--- src/rtl/mem_arb_rr.sv ---
// N-channel arbiter in front of a single shared memory port.
// Round-robin or fixed-priority grant, one outstanding transaction, done-based memory handshake.
module mem_arb_rr #(
  parameter int unsigned NUM_CH    = 2,
  parameter int unsigned ADDR_W    = 32,
  parameter int unsigned DATA_W    = 32,
  parameter int unsigned PRIO_MODE = 0
) (
  input  logic                     clock,
  input  logic                     rst_n,
  input  logic [NUM_CH-1:0]        req_valid,
  input  logic [NUM_CH-1:0]        req_we,
  input  logic [NUM_CH*ADDR_W-1:0] req_addr,
  input  logic [NUM_CH*DATA_W-1:0] req_wdata,
  output logic [NUM_CH-1:0]        req_ready,
  output logic [NUM_CH-1:0]        resp_valid,
  output logic [DATA_W-1:0]        resp_rdata,
  output logic                     mem_req,
  output logic                     mem_we,
  output logic [ADDR_W-1:0]        mem_addr,
  output logic [DATA_W-1:0]        mem_wdata,
  input  logic                     mem_done,
  input  logic [DATA_W-1:0]        mem_rdata,
  output logic                     busy
);

  localparam int unsigned PtrW = (NUM_CH > 1) ? $clog2(NUM_CH) : 1;

  typedef enum logic [1:0] {StIdle, StIssue, StResp} state_e;

  state_e              state_q, state_d;
  logic [PtrW-1:0]     ptr_q, ptr_d;
  logic [PtrW-1:0]     ch_q, ch_d;
  logic                we_q, we_d;
  logic [ADDR_W-1:0]   addr_q, addr_d;
  logic [DATA_W-1:0]   wdata_q, wdata_d;
  logic [DATA_W-1:0]   rdata_q, rdata_d;

  logic                win_found;
  logic [PtrW-1:0]     win_idx;

  // Search starts at ptr (round-robin) or at 0 (fixed priority); first asserted channel wins.
  always_comb begin
    int unsigned idx;
    win_found = 1'b0;
    win_idx   = '0;
    for (int unsigned k = 0; k < NUM_CH; k++) begin
      if (PRIO_MODE != 0) begin
        idx = k;
      end else begin
        idx = 32'(ptr_q) + k;
        if (idx >= NUM_CH) idx = idx - NUM_CH;
      end
      if (!win_found && req_valid[PtrW'(idx)]) begin
        win_found = 1'b1;
        win_idx   = PtrW'(idx);
      end
    end
  end

  always_comb begin
    state_d = state_q;
    ptr_d   = ptr_q;
    ch_d    = ch_q;
    we_d    = we_q;
    addr_d  = addr_q;
    wdata_d = wdata_q;
    rdata_d = rdata_q;
    unique case (state_q)
      StIdle: begin
        if (win_found) begin
          ch_d    = win_idx;
          we_d    = req_we[win_idx];
          addr_d  = req_addr[win_idx*ADDR_W +: ADDR_W];
          wdata_d = req_wdata[win_idx*DATA_W +: DATA_W];
          state_d = StIssue;
        end
      end
      StIssue: begin
        if (mem_done) begin
          rdata_d = mem_rdata;
          state_d = StResp;
        end
      end
      StResp: begin
        state_d = StIdle;
        if (PRIO_MODE == 0) begin
          ptr_d = (ch_q == PtrW'(NUM_CH - 1)) ? '0 : ch_q + PtrW'(1);
        end
      end
      default: state_d = StIdle;
    endcase
  end

  always_ff @(posedge clock or negedge rst_n) begin
    if (!rst_n) begin
      state_q <= StIdle;
      ptr_q   <= '0;
      ch_q    <= '0;
      we_q    <= 1'b0;
      addr_q  <= '0;
      wdata_q <= '0;
      rdata_q <= '0;
    end else begin
      state_q <= state_d;
      ptr_q   <= ptr_d;
      ch_q    <= ch_d;
      we_q    <= we_d;
      addr_q  <= addr_d;
      wdata_q <= wdata_d;
      rdata_q <= rdata_d;
    end
  end

  // req_ready is combinational on req_valid, so it must also be forced low while in reset.
  always_comb begin
    req_ready  = '0;
    resp_valid = '0;
    if (rst_n && (state_q == StIdle) && win_found) req_ready = NUM_CH'(1) << win_idx;
    if (state_q == StResp) resp_valid = NUM_CH'(1) << ch_q;
  end

  assign mem_req    = (state_q == StIssue);
  assign mem_we     = mem_req & we_q;
  assign mem_addr   = addr_q;
  assign mem_wdata  = wdata_q;
  assign resp_rdata = rdata_q;
  assign busy       = (state_q != StIdle);

endmodule

--- config.mk ---
export PLATFORM = sky130hd
export DESIGN_NAME = mem_arb_rr
export DESIGN_NICKNAME = d
export VERILOG_FILES = /design/src/rtl/mem_arb_rr.sv
export SDC_FILE = /design/constraint.sdc
export NUM_CORES = 1
export LEC_CHECK = 0
export CAP_MARGIN = 20
export CELL_PAD_IN_SITES_DETAIL_PLACEMENT = 1
export CELL_PAD_IN_SITES_GLOBAL_PLACEMENT = 1
export CORE_MARGIN = 2
export CORE_UTILIZATION = 25
export DETAILED_ROUTE_END_ITERATION = 8
export HOLD_SLACK_MARGIN = 0.02
export MAX_ROUTING_LAYER = met4
export PLACE_DENSITY = 0.75
export SLEW_MARGIN = 5
export SYNTH_ARGS = -nofsm -noshare
export SYNTH_HDL_FRONTEND = slang
export SYNTH_SLANG_ARGS = --single-unit
--- constraint.sdc ---
create_clock -name clock -period 1.82 [get_ports clock]
set_clock_uncertainty 0.2 [all_clocks]
set_input_delay 0.273 -clock clock [delete_from_list [all_inputs] [get_ports clock]]
set_output_delay 0.273 -clock clock [all_outputs]
set_load 0.05 [all_outputs]
; Word-level counts from Yosys, hierarchy flattened
; Cells that the tools add are included.
[word_totals]
regBits = 101
latch_bits = 0
ramBits = 0
mem_bits_ro = 0
in_bits = 167
elab_cells = 52
n_memories = 0
[op_classes]
addsub = 4
mul = 0
div = 0
order_cmp = 5
eq_ne = 4
n_shift = 4
n_mux = 18
n_bitwise = 1
n_reduce_logical = 9
[ops]
columns = operator, count
row1 = $shiftx 64x7->32, 2
row2 = $mux 1, 13
row3 = $mux 2, 4
row4 = $lt 1x2->1 const B, 3
row5 = $reduce_and 2->1, 3
row6 = $pmux 2 s2, 1
row7 = $shl 1x1->2 const A, 2
row8 = $logic_and 1x1->1, 3
row9 = $add 1x1->2 const B, 1
row10 = $eq 2x1->1 const B, 1
row11 = $eq 2x2->1 const B, 1
row12 = $ge 1x2->1 const B, 1
row13 = $ge 2x2->1 const B, 1
row14 = $logic_not 2->1, 1
row15 = $ne 2x1->1 const B, 1
row16 = $ne 2x2->1 const B, 1
row17 = $reduce_bool 2->1, 1
row18 = $sub 1x1->1 const B, 2
row19 = $add 1x1->1 const B, 1
row20 = $and 1x1->1, 1
row21 = $logic_not 1->1, 1

; Logic depth before layout (Yosys ltp)
[depth]
ltp_word = 10
mapped_depth = 6
ltp_nobuf = 3

; Worst setup path after synthesis
; OpenSTA, ideal clock, no wires.
[synth_timing]
path_kind = register to output
start = register state_q[1]
end = output req_ready[0]
arrival_ps = 2075
slack_ps = -728
stages_incl_launch_ff = 5
path_cell_list = dfrtp_1 nor2_2 buf_2 nand2_1 nor3b_1
[synth_via]
elab_chain_cells = 4
[synth_lines]
columns = element, line
row1 = "start, declared", 31  ; state_e state_q, state_d;
row2 = "start signal, assigned", 97  ; state_q <= StIdle;
row3 = "start signal, assigned", 105  ; state_q <= state_d;
row4 = $logic_not 2->1, 119  ; if (rst_n && (state_q == StIdle) && win_found) req_ready = NUM_CH'(1) << win_idx;
row5 = $logic_and 1x1->1 (2 in a row), 119
row6 = $mux 2, 119
row7 = "end, declared", 15  ; output logic [NUM_CH-1:0] req_ready,
; Every way passes these cells.

; Worst setup path in the final report
[layout_timing]
start = register ptr_q
end = output req_ready[0]
[layout_via]
elab_chain_cells = 10
elab_cells_between_ends = 20
cone_classes = 3 x add/sub / 2 x order compare / 1 x shift / 11 x mux / 3 x reduce/logical
[layout_lines]
columns = element, line
row1 = "start, declared", 32  ; logic [PtrW-1:0] ptr_q, ptr_d;
row2 = "start signal, assigned", 106  ; ptr_q <= ptr_d;
row3 = $ge 1x2->1 / $sub 1x1->1 (equally long branches), 52  ; if (idx >= NUM_CH) idx = idx - NUM_CH;
row4 = $mux 1, 52
row5 = $mux 1 (implied by the code) (2 in a row), 54  ; if (!win_found && req_valid[PtrW'(idx)]) begin
row6 = $mux 1, 54
row7 = $logic_not 1->1, 54
row8 = $logic_and 1x1->1, 54
row9 = $mux 1, 54
row10 = $shl 1x1->2 / $logic_and 1x1->1 (equally long branches), 119
row11 = $mux 2 *, 119
; Mark *: on every way between the ends. The rest lies on a longest branch, timed or not. The select of a mux whose other input is x is not followed.

==> qor.csv <==
metric,value,unit
r2r_setup_slack,0.07,ns
route.detailed.drc,0,
htreeDepth,3,
drive_gt1_share,23.6,%
maxCapViolations,0,
fill_cells,2034,
die_y,140,microns
nets,894,
fin_util,43.8,%
syn-cell-area,0.00464,sq mm
vias_per_cell,5.14,
drv_slew,0,
rsz0062_at_grt,true,
critPathLaunchType,flop,
finalHoldViolCount,13,
violations,"hold timing, setup timing",
antenna_found_initial,0,
cp-startpoint,ptr_q,
synth_area_per_cell,9.91,sq um
wl_per_cell,19.8,microns
antenna_left,0,
diodes,0,
crit_type,flop to output port,
setup_violations,4,
die_w,140,microns
worst_pin_slew,0.881,ns
ir_worst_vdd,0.00103,V
p_per_area,1990,mW/mm^2
p_leak,3.24,nW
yosysTopAreaCell,dfrtp_1,
area_growth,70.6,%
post-dp-hpwl,13500,microns
path_max_fanout,3,
yosys_warnings,0,
relSlewSlack,41.3,%
final_common_cell,clkdlybuf4s50_1,
cts_tree,yes,
place_inst,933,
core,0.0181,sq mm
stdcell_count,961,
fmax,523,MHz
cts_buffers,9,
routed_wl,19000,microns
final.setup.tns,-0.167,ns
grt-ovfl-total,0,
cp-end-kind,output port,
hold_path_class,input pin to asynchronous set/reset pin,
synth-seq-cells,101,
synth.top_cell.area_share,54.5,%
dr.pass1.iters,4,
start_util,25.6,%
syn_nets,635,
grt_usage,19.5,%
core.rowCount,49,
first_iter_violations,178,
post-route-period-util,105,%
required,1.35,ns
layout_common_cells,"clkdlybuf4s50_1, buf_4, dfrtp_1",
fin_ws,-0.0905,ns
yosysSeqAreaShare,54.5,%
min_period,1.91,ns
ys_types,28,
syn_inst,468,
status,finished with violations,
clockBufferDepth,2,
path_clk_slew,0.07,ns
die_area,0.0197,sq mm
pin_count,270,
root_buffer,clkbuf_16,
portBuffers,269,
place_congestion,0.789,
synth.area.top_cells,"dfrtp_1, a31oi_1, a21oi_1, mux2_1, nand3_1",
worstPathArrival,1.44,ns
cts.sinks,101,
fin_hold_ws,-0.0227,ns
r2r-start,state_q[1],
grt_start_max_net_pins,69,
vias,4937,
timing.rr.end,resp_rdata[8],
grt_pass1_vias,5311,
rr_worst_depth,6,
insertion_delay,0.34,ns
grt_pass1_wl,29500,microns
-- cell families (layout without fill, tap and decap cells) --
family                 Yosys count  after routing  share of synthesized area, %
DFF                            101            101                          54.5
buffers and inverters           57            321                          5.45
muxes                           32             32                          7.77
and+or+nand+nor                 80             80                          9.04
AOI/OAI and AO/OA              198            198                          23.3
-- synth_stat cells, drive strengths merged --
master and count:
a21oi 66, a22o 1, a31oi 65, and2 2
and3 2, buf 23, clkbuf 30, dfrtp 101
inv 4, mux2 32, nand2 2, nand2b 1
nand3 65, nor2 3, nor2b 2, nor3b 2
o21ai 65, o31ai 1, or2 1
-- flip-flops by register name, indices dropped and copies added (netlist names) --
signal,count
state_q,2
ch_q,1
we_q,1
mem_wdata,32
ptr_q,1
mem_addr,32
resp_rdata,32
-- layer usage --
layer  GRT usage, %  part of all wire [%]  up-vias
met5              -                     0        -
met4           6.33                   2.1        0
li1               -                     -     2260
met2           33.4                    50      217
met1           23.1                    41     2433
met3           3.97                   6.9       27
-- worst max path at each step --
stage	to	cells past startpoint
2_1_floorplan	req_ready[0]	4
3_3_place_gp	req_ready[1]	5
3_5_place_dp	req_ready[1]	5
4_1_cts	req_ready[0]	4
5_1_grt	req_ready[0]	4
6_report	req_ready[0]	4
-- critical path: stages, from the launching register on --
cell	delay (ns)
dfrtp_2	0.44
nor2b_4	0.15
nor2_2	0.08
nor3b_4	0.25
buf_12	0.17
-- where the power goes --
part / switching, mW / internal, mW
sequential: 0.705 / 3.40
combinational: 6.47 / 3.22
clock: 0.869 / 1.07
total: 8.05 / 7.69
-- metrics by stage --
step                      power, mW  hold slack, ns  worst slack (ns)  instance area [sq um]
after floorplan                10.1          -0.223            -0.115                   4660
after CTS                      15.8          0.0388            -0.112                   7860
final                          15.7         -0.0227           -0.0905                   7910
after detailed placement       13.7           0.210            -0.232                   7490
after global routing           16.5          0.0633            -0.142                   7910
after global placement         13.4           0.203            -0.153                   7490
-- layout make-up --
cell class | instances | area (sq um) | area share [%]
multi-input combinational | 310 | 1920 | 24.3
timing repair buffer | 301 | 2870 | 36.2
clock buffer | 11 | 233 | 2.94
inverter | 4 | 15.0 | 0.190
tap | 229 | 287 | 3.62
clock inverter | 5 | 60.1 | 0.759
sequential | 101 | 2530 | 32.0
-- repair_timing --
action                     4_1_cts  5_1_grt
resized for setup               10        5
pin swaps                        4        5
hold endpoints to repair        33        0
hold buffers                     1        0
buffers inserted                 5        6
setup endpoints to repair        5       12
Power figures use the tool's default switching activity.
